==> src/rtl/conv_pixel_sched.sv <==
// Convolution pixel scheduler: issues K*K tap reads per output pixel, then
// schedules the out_fm partial-sum read and write-back for each pixel.
module conv_pixel_sched #(
  parameter int K            = 3,
  parameter int PW           = 12,
  parameter int AW           = 16,
  parameter int ACC_DELAY    = 50,
  parameter int BUF_RD_DELAY = 1,
  parameter int FP_ADD_DELAY = 14
) (
  input  logic          clk,
  input  logic          rst,
  input  logic          start,
  input  logic [PW-1:0] num_pix,
  output logic          busy,
  output logic          done,
  output logic          in_fm_rd_ena,
  output logic [AW-1:0] in_fm_rd_addr,
  output logic [7:0]    weight_rd_addr,
  output logic          kernel_start,
  output logic          out_fm_rd_ena,
  output logic [PW-1:0] out_fm_rd_addr,
  output logic          out_fm_wr_ena,
  output logic [PW-1:0] out_fm_wr_addr,
  output logic [1:0]    state_dbg
);

  localparam int KK     = K * K;
  localparam int TW     = (KK > 1) ? $clog2(KK) : 1;
  localparam int RD_STG = ACC_DELAY - BUF_RD_DELAY;
  localparam int WR_STG = ACC_DELAY + FP_ADD_DELAY;
  localparam logic [TW-1:0] TAP_LAST = TW'(KK - 1);

  typedef enum logic [1:0] {IDLE = 2'd0, RUN = 2'd1, DRAIN = 2'd2, DONE = 2'd3} state_t;

  state_t        state;
  logic [PW-1:0] num_q;
  logic [PW-1:0] pix;
  logic [TW-1:0] tap;
  logic [PW-1:0] wr_cnt;
  logic [PW-1:0] rd_hold;
  logic [PW-1:0] wr_hold;

  // Stage 0 is valid in the cycle a pixel's last tap is on the outputs.
  logic [WR_STG:0] line_vld;
  logic [PW-1:0]   line_addr [0:WR_STG];

  logic          last_tap;
  logic          last_pix;
  logic          nxt_vld;
  logic [TW-1:0] nxt_tap;
  logic [PW-1:0] nxt_pix;

  assign last_tap = (tap == TAP_LAST);
  assign last_pix = (pix == num_q - PW'(1));

  // start is a one-cycle request; it is accepted only in IDLE (busy low),
  // otherwise dropped. There is no back-pressure anywhere downstream.
  always_comb begin
    nxt_vld = 1'b0;
    nxt_pix = pix;
    nxt_tap = last_tap ? '0 : tap + TW'(1);
    if (state == IDLE && start && num_pix != '0) begin
      nxt_vld = (TAP_LAST == '0);
      nxt_pix = '0;
    end else if (state == RUN && !(last_tap && last_pix)) begin
      nxt_vld = (nxt_tap == TAP_LAST);
      nxt_pix = last_tap ? pix + PW'(1) : pix;
    end
  end

  assign out_fm_rd_ena  = line_vld[RD_STG];
  assign out_fm_wr_ena  = line_vld[WR_STG];
  assign out_fm_rd_addr = out_fm_rd_ena ? line_addr[RD_STG] : rd_hold;
  assign out_fm_wr_addr = out_fm_wr_ena ? line_addr[WR_STG] : wr_hold;
  assign busy           = (state != IDLE);
  assign done           = (state == DONE);
  assign state_dbg      = state;

  always_ff @(posedge clk) begin
    if (!rst) begin
      state          <= IDLE;
      num_q          <= '0;
      pix            <= '0;
      tap            <= '0;
      wr_cnt         <= '0;
      rd_hold        <= '0;
      wr_hold        <= '0;
      line_vld       <= '0;
      in_fm_rd_ena   <= 1'b0;
      in_fm_rd_addr  <= '0;
      weight_rd_addr <= '0;
      kernel_start   <= 1'b0;
      for (int i = 0; i <= WR_STG; i++) line_addr[i] <= '0;
    end else begin
      line_vld[0]  <= nxt_vld;
      line_addr[0] <= nxt_pix;
      for (int i = 1; i <= WR_STG; i++) begin
        line_vld[i]  <= line_vld[i-1];
        line_addr[i] <= line_addr[i-1];
      end
      if (out_fm_rd_ena) rd_hold <= line_addr[RD_STG];
      if (out_fm_wr_ena) wr_hold <= line_addr[WR_STG];
      in_fm_rd_ena <= 1'b0;
      kernel_start <= 1'b0;

      case (state)
        IDLE: begin
          if (start) begin
            if (num_pix != '0) begin
              num_q          <= num_pix;
              tap            <= '0;
              pix            <= '0;
              wr_cnt         <= '0;
              in_fm_rd_ena   <= 1'b1;
              kernel_start   <= 1'b1;
              weight_rd_addr <= '0;
              in_fm_rd_addr  <= '0;
              state          <= RUN;
            end else begin
              state <= DONE;
            end
          end
        end
        RUN: begin
          wr_cnt <= wr_cnt + PW'(out_fm_wr_ena);
          if (last_tap && last_pix) begin
            state <= DRAIN;
          end else begin
            tap            <= nxt_tap;
            pix            <= nxt_pix;
            in_fm_rd_ena   <= 1'b1;
            kernel_start   <= (nxt_tap == '0);
            weight_rd_addr <= 8'(nxt_tap);
            // pixel*K*K+tap advances by exactly one per issued tap.
            in_fm_rd_addr  <= in_fm_rd_addr + AW'(1);
          end
        end
        DRAIN: begin
          wr_cnt <= wr_cnt + PW'(out_fm_wr_ena);
          if (wr_cnt + PW'(out_fm_wr_ena) == num_q) state <= DONE;
        end
        DONE: state <= IDLE;
        default: state <= IDLE;
      endcase
    end
  end

endmodule

==> config.mk <==
export PLATFORM = sky130hd
export DESIGN_NAME = conv_pixel_sched
export DESIGN_NICKNAME = d
export VERILOG_FILES = /design/src/rtl/conv_pixel_sched.sv
export SDC_FILE = /design/constraint.sdc
export NUM_CORES = 1
export LEC_CHECK = 0
export CORE_UTILIZATION = 30
export CTS_BUF_LIST = sky130_fd_sc_hd__clkbuf_16
export DETAILED_ROUTE_END_ITERATION = 10
export DONT_BUFFER_PORTS = 1
export GPL_TIMING_DRIVEN = 0
export SLEW_MARGIN = 10
export SYNTH_ARGS = -nofsm -noshare
export SYNTH_HDL_FRONTEND = slang
export SYNTH_SLANG_ARGS = --single-unit
==> constraint.sdc <==
create_clock -name clk -period 3 [get_ports clk]
set_input_delay 0.9 -clock clk [delete_from_list [all_inputs] [get_ports clk]]
set_output_delay 0.9 -clock clk [all_outputs]
set_load 0.03 [all_outputs]
After elaboration in Yosys (flattened, before gate mapping)

Memories as Yosys holds them, arrays and structs flattened.
Index checks and enable logic that the tools add are counted.
W data, S select, Z words.

Register bits after elaboration: 157
Bits in writable memories: 780
Output and inout bits: 56
Logic and storage cells: 216
Memories kept: 1

Memory list:

| name      | words | width | read ports | clocked after memory_dff | write ports | RTL line | source |
|---|---|---|---|---|---|---|---|
| line_addr | 65    | 12    | 65         | 0                        | 65          | 46       | `logic [PW-1:0] line_addr [0:WR_STG];` |

$add $sub $neg: 5
Equality and inequality tests: 12
Muxes and demuxes: 101
Bitwise logic cells: 67
Reduce and logical (&&, ||, !) cells: 17

Operator list:

| kind                    | number |
|---|---|
| $mux W12                | 73 |
| $or A1 B1 Y1            | 65 |
| $mux W16                | 3 |
| $pmux W12 S2            | 2 |
| $pmux W16 S2            | 1 |
| $eq A12 B12 Y1          | 2 |
| $mux W8                 | 3 |
| $add A16 B1 Y16 const B | 1 |
| $mux W4                 | 4 |
| $pmux W8 S2             | 1 |
| $add A12 B1 Y12         | 1 |
| $add A12 B1 Y12 const B | 1 |
| $reduce_bool A12 Y1     | 1 |
| $sub A12 B1 Y12 const B | 1 |
| $reduce_and A3 Y1       | 3 |
| $eq A4 B4 Y1 const B    | 2 |
| $mux W2                 | 4 |
| $pmux W2 S4             | 1 |
| $pmux W4 S2             | 1 |
| $mux W1                 | 6 |
| $ne A2 B2 Y1 const B    | 3 |
| $reduce_bool A2 Y1      | 3 |
| $add A4 B1 Y4 const B   | 1 |
| $eq A2 B2 Y1 const B    | 2 |
| 11 further kinds        | 17 |

Logic depth before layout (Yosys ltp)

Word-level depth: 9
Depth in mapped cells: 12
Mapped depth without buffers: 10

Least setup slack after synthesis

No wires, ideal clock.

Path kind: register -> register
Start: register line_vld[64]
End: register state[1], in the netlist state_dbg[1]
Setup time: 59 ps
Arrival time: 2967 ps
Slack: -26 ps
Stages on the path, launching flop included: 11
Period minus slack after synthesis: 3026 ps
Cells stage by stage: dfxtp_1 > ha_1 > ha_1 > nand3_1 > or4_1 > xnor2_1 > a221o_1 > o41ai_1 > nand2_1 > a21oi_1 > o221a_2

Word-level cells in the longest chain between the ends: 4

Ends and longest elaborated chain:

| what                              | RTL line | source |
|---|---|---|
| from (decl)                       | 45       | `logic [WR_STG:0] line_vld;` |
| from (signal, indexed assignment) | 99       | `line_vld[i] <= line_vld[i-1];` |
| $add A12 B1 Y12                   | 141      | `if (wr_cnt + PW'(out_fm_wr_ena) == num_q) state <= DONE;` |
| $eq A12 B12 Y1                    | 141      |  |
| $ne A2 B2 Y1 (no line)            | n/a      |  |
| $reduce_and A3 Y1 (no line)       | n/a      |  |
| to (signal assigned)              | 141      |  |
| to (signal assigned)              | 143      | `DONE: state <= IDLE;` |
| to (signal assigned)              | 144      | `default: state <= IDLE;` |
| to (decl)                         | 36       | `state_t state;` |

No other way between the ends.
A chain may end at the register's enable or synchronous reset.

Final worst setup path

Start: register num_q[0]
End: register in_fm_rd_addr[14]

Word-level cells in the longest chain between the ends: 5

Ends and longest elaborated chain:

| what                        | RTL line | source |
|---|---|---|
| from (decl)                 | 37       | `logic [PW-1:0] num_q;` |
| from (signal assigned)      | 111      | `num_q <= num_pix;` |
| $sub A12 B1 Y12             | 55       | `assign last_pix = (pix == num_q - PW'(1));` |
| $eq A12 B12 Y1              | 55       |  |
| $logic_and A1 B1 Y1         | 127      | `if (last_tap && last_pix) begin` |
| $ne A2 B2 Y1 (no line)      | n/a      |  |
| $reduce_and A4 Y1 (no line) | n/a      |  |
| to (signal assigned)        | 136      | `in_fm_rd_addr <= in_fm_rd_addr + AW'(1);` |
| to (decl)                   | 18       | `output logic [AW-1:0] in_fm_rd_addr,` |

No other way between the ends.

==> flow_summary.toml <==
[run_status]
status = "finished clean"

[sta]
final-max-slew-violation-count = 0
finalSetupViolCount = 0
clock-skew-final_ns = 0.0213
relSlewSlack = 0.276
period_share = 0.982
rsz0062_at_grt = "yes"
period_needed_ns = 2.95
fmax_mhz = 339
hold_violations = 0
worst_pin_slew_ns = 1.09

[critical_path]
crit_family = "simple AND/OR/NAND/NOR gates"
cp.arrival_ns = 3.49
required_ns = 3.55
slowest_delay_ns = 0.49
crit_type = "flop to flop"
cp_common_cell = "or3_1"
path_cells = "inv_1 > ha_2 > or4b_4 > or3_1 > a41o_1 > a31o_4 > nand4_4 > nand4_1 > or3_1 > a21oi_1"
critical_path_buf_inv_count = 1
cp_max_fo = 6
slowest_stage = "or4b_4"
crit_path_start_kind = "flop"
cp-end-kind = "flop"

[floorplan]
core_area_um2 = 90100
dieArea_um2 = 92300
start_util = 0.303
fp.dieW_um = 304
rows = 110
ios = 71
dieHeight_um = 304

[clocking]
hold_buffers = 0
cts_sinks = 929
numCtsBuffers = 83
clk_pin_slew_ns = 0.06
insertion_delay_ns = 0.62
root_buffer = "clkbuf_16"
cts_tree = "done"
clock_tree.buffer_depth = 3
cts.htree.levels = 3

[logic_synthesis]
synth_xor_area_frac = 0.0144
syn_inst = 2342
yosys_warnings = 0
syn_area_per_cell_um2 = 11.7
yosysUniqueCellTypes = 65
ys_top_cells_by_area = "dfxtp_1 68%, and2_1 20%, clkbuf_1 1.6%, mux2_2 0.99%, xnor2_1 0.87%"
ys_seq_elements = 929
synthSimpleGateAreaFrac = 0.239
ys_seq_area_frac = 0.680
synth_area_um2 = 27300
synth_top_cell_by_area = "dfxtp_1"
synth_compound_area_frac = 0.0261
synth_async_sr_flop_share = 0
synthFlopType = "dfxtp_1"
yosys.area_share.adder = 0.00504
synth_mux_area_frac = 0.0143
synth_top_family_by_area = "simple AND/OR/NAND/NOR gates"
synth_edf_count = 0
netlist.area_leader.share = 0.680

[grt]
grt.total_usage = 0.0946
antenna_found_initial = 2
grt_start_max_net_pins = 16
grt_pass1_vias = 13800
overflow = 0
grt_pass1_wl_mm = 70.7

[drt]
wl_per_cell_um = 11.7
first_pass_iters = 5
ant_nets = 0
vias = 14700
drt-initial-drc-count = 656
post_drt_via_cell_ratio = 3.99
wl_mm = 43.1
drc = 0

[placement]
post_dp_cell_area_um2 = 28800
io_buffer_count = 0
post-dp-hpwl_mm = 29.0
gp_congestion = 0.795

[finish]
nFillCells = 8830
syn2layout_area_growth_pct = 16.0
finalNetCount = 2461
drive_above_1_share = 0.0752
final_design_area_no_fill_um2 = 31700
post-route-util = 0.352

[power_and_ir_drop]
leakage_uw = 0.0126
ir_drop_v = 0.000380
p_per_area_nw_per_um2 = 768

[min_path]
worstHoldPathType = "flop to flop"

[run]
max_cap_violations = 0
==> registers in the layout, summed over array words and instances (netlist names), 12 cells and up <==
register       flops
num_q             12
wr_cnt            12
rd_hold           12
pix               12
line_vld          65
line_addr        780
in_fm_rd_addr     16
wr_hold           12
==> synth_stat cells (all sizes together), types with 4 or more instances <==
cell,n
mux2,24
a21boi,11
inv,22
mux2i,12
o21ai,31
nor2b,21
or3,16
dfxtp,929
nor3,16
clkbuf,114
and3,12
nor3b,4
buf,9
xor2,18
xnor2,27
nor4,9
a22oi,6
nand2,47
a21oi,28
or4,4
nand3b,4
ha,11
and2,858
nand3,24
nand2b,5
o21a,4
nor2,30
nand4,10
==> final cells by class <==
class                           instances  area [um2]  share of cell area
Antenna cell                            1        2.50           0.0000789
Sequential cell                       929       18600               0.587
Buffer                                121         490              0.0155
Timing Repair Buffer                    7        52.6             0.00166
Clock inverter                         67         604              0.0191
Multi-Input combinational cell       1271        8290               0.261
Inverter                               22        86.3             0.00272
Clock buffer                           84        2100              0.0663
Tap cell                             1176        1470              0.0464
==> cells in the final DEF, fill, tap and decap left out, types with 4 or more instances in the layout <==
cell type	Yosys	final
a21boi_0	10	10
a21oi_1	28	25
a22oi_1	6	6
and2_1	858	858
and3_1	12	11
buf_4	4	13
bufinv_16	0	10
clkbuf_1	114	110
clkbuf_16	0	84
clkinv_1	0	22
clkinv_2	0	9
conb_1	1	4
dfxtp_1	929	925
ha_1	11	8
inv_1	22	37
mux2_2	24	24
mux2i_1	12	12
nand2_1	47	46
nand2b_1	5	5
nand3_1	23	21
nand3b_1	4	4
nand4_1	8	8
nor2_1	30	29
nor2b_1	21	21
nor3_1	16	15
nor4_1	8	8
o21a_1	4	4
o21ai_0	26	26
o21ai_1	5	5
or3_1	16	16
xnor2_1	27	27
xor2_1	18	18
==> final timing paths <==
check,start,end,slack (ns),depth (start not counted)
hold reg to reg,line_addr[0][306]$_SDFF_PN0_,line_addr[0][318]$_SDFF_PN0_,0.41,1
setup reg to reg,num_q[0]$_SDFFE_PN0P_,in_fm_rd_addr[14]$_SDFFE_PN0P_,0.05,10
hold / removal,line_addr[0][306]$_SDFF_PN0_,line_addr[0][318]$_SDFF_PN0_,0.41,1
setup / recovery,num_q[0]$_SDFFE_PN0P_,in_fm_rd_addr[14]$_SDFFE_PN0P_,0.05,10
==> per-stage QoR <==
step / cells / total power, uW / hold WS [ns] / setup WS, ns / setup TNS (ns)
after floorplan: 2345 / 13700 / 0.412 / 0.000818 / 0
after global routing: 3677 / 25400 / 0.414 / -0.121 / -1.30
final: 3678 / 24300 / 0.412 / 0.0540 / 0
after global placement: 3521 / 14000 / 0.412 / -0.404 / -25.04
after CTS: 3676 / 24600 / 0.413 / 0.0196 / 0
after detailed placement: 3521 / 14000 / 0.417 / -0.395 / -33.10
==> kinds of logic after synthesis <==
family / after synthesis
DFF: 929
AOI/OAI and AO/OA: 107
other: 1
xor gates and xnor gates: 45
adders and majority gates: 11
and+or+nand+nor: 1068
buffers and inverters: 145
muxes: 36
==> where the power goes <==
group | switching [uW] | internal, uW
clock | 4470 | 5990
combinational | 909 | 457
sequential | 129 | 12400
==> repair_timing <==
action / 4_1_cts / 5_1_grt
endpoints found under the hold margin: 0 / 0
pin swaps: 3 / 0
setup endpoints to repair: 63 / 38
buffers inserted: 6 / 1
resized for setup: 24 / 13
==> routing by layer <==
layer | GRT usage | vias to the layer above | share of wire | wire length (um)
met5 | 0 | - | 0 | 0
met4 | 0.0346 | 0 | 0.025 | 1080
met3 | 0.0262 | 79 | 0.043 | 1840
met2 | 0.154 | 182 | 0.45 | 19600
met1 | 0.120 | 6866 | 0.48 | 20600
li1 | - | 7532 | - | -
Power figures use the tool's default switching activity.
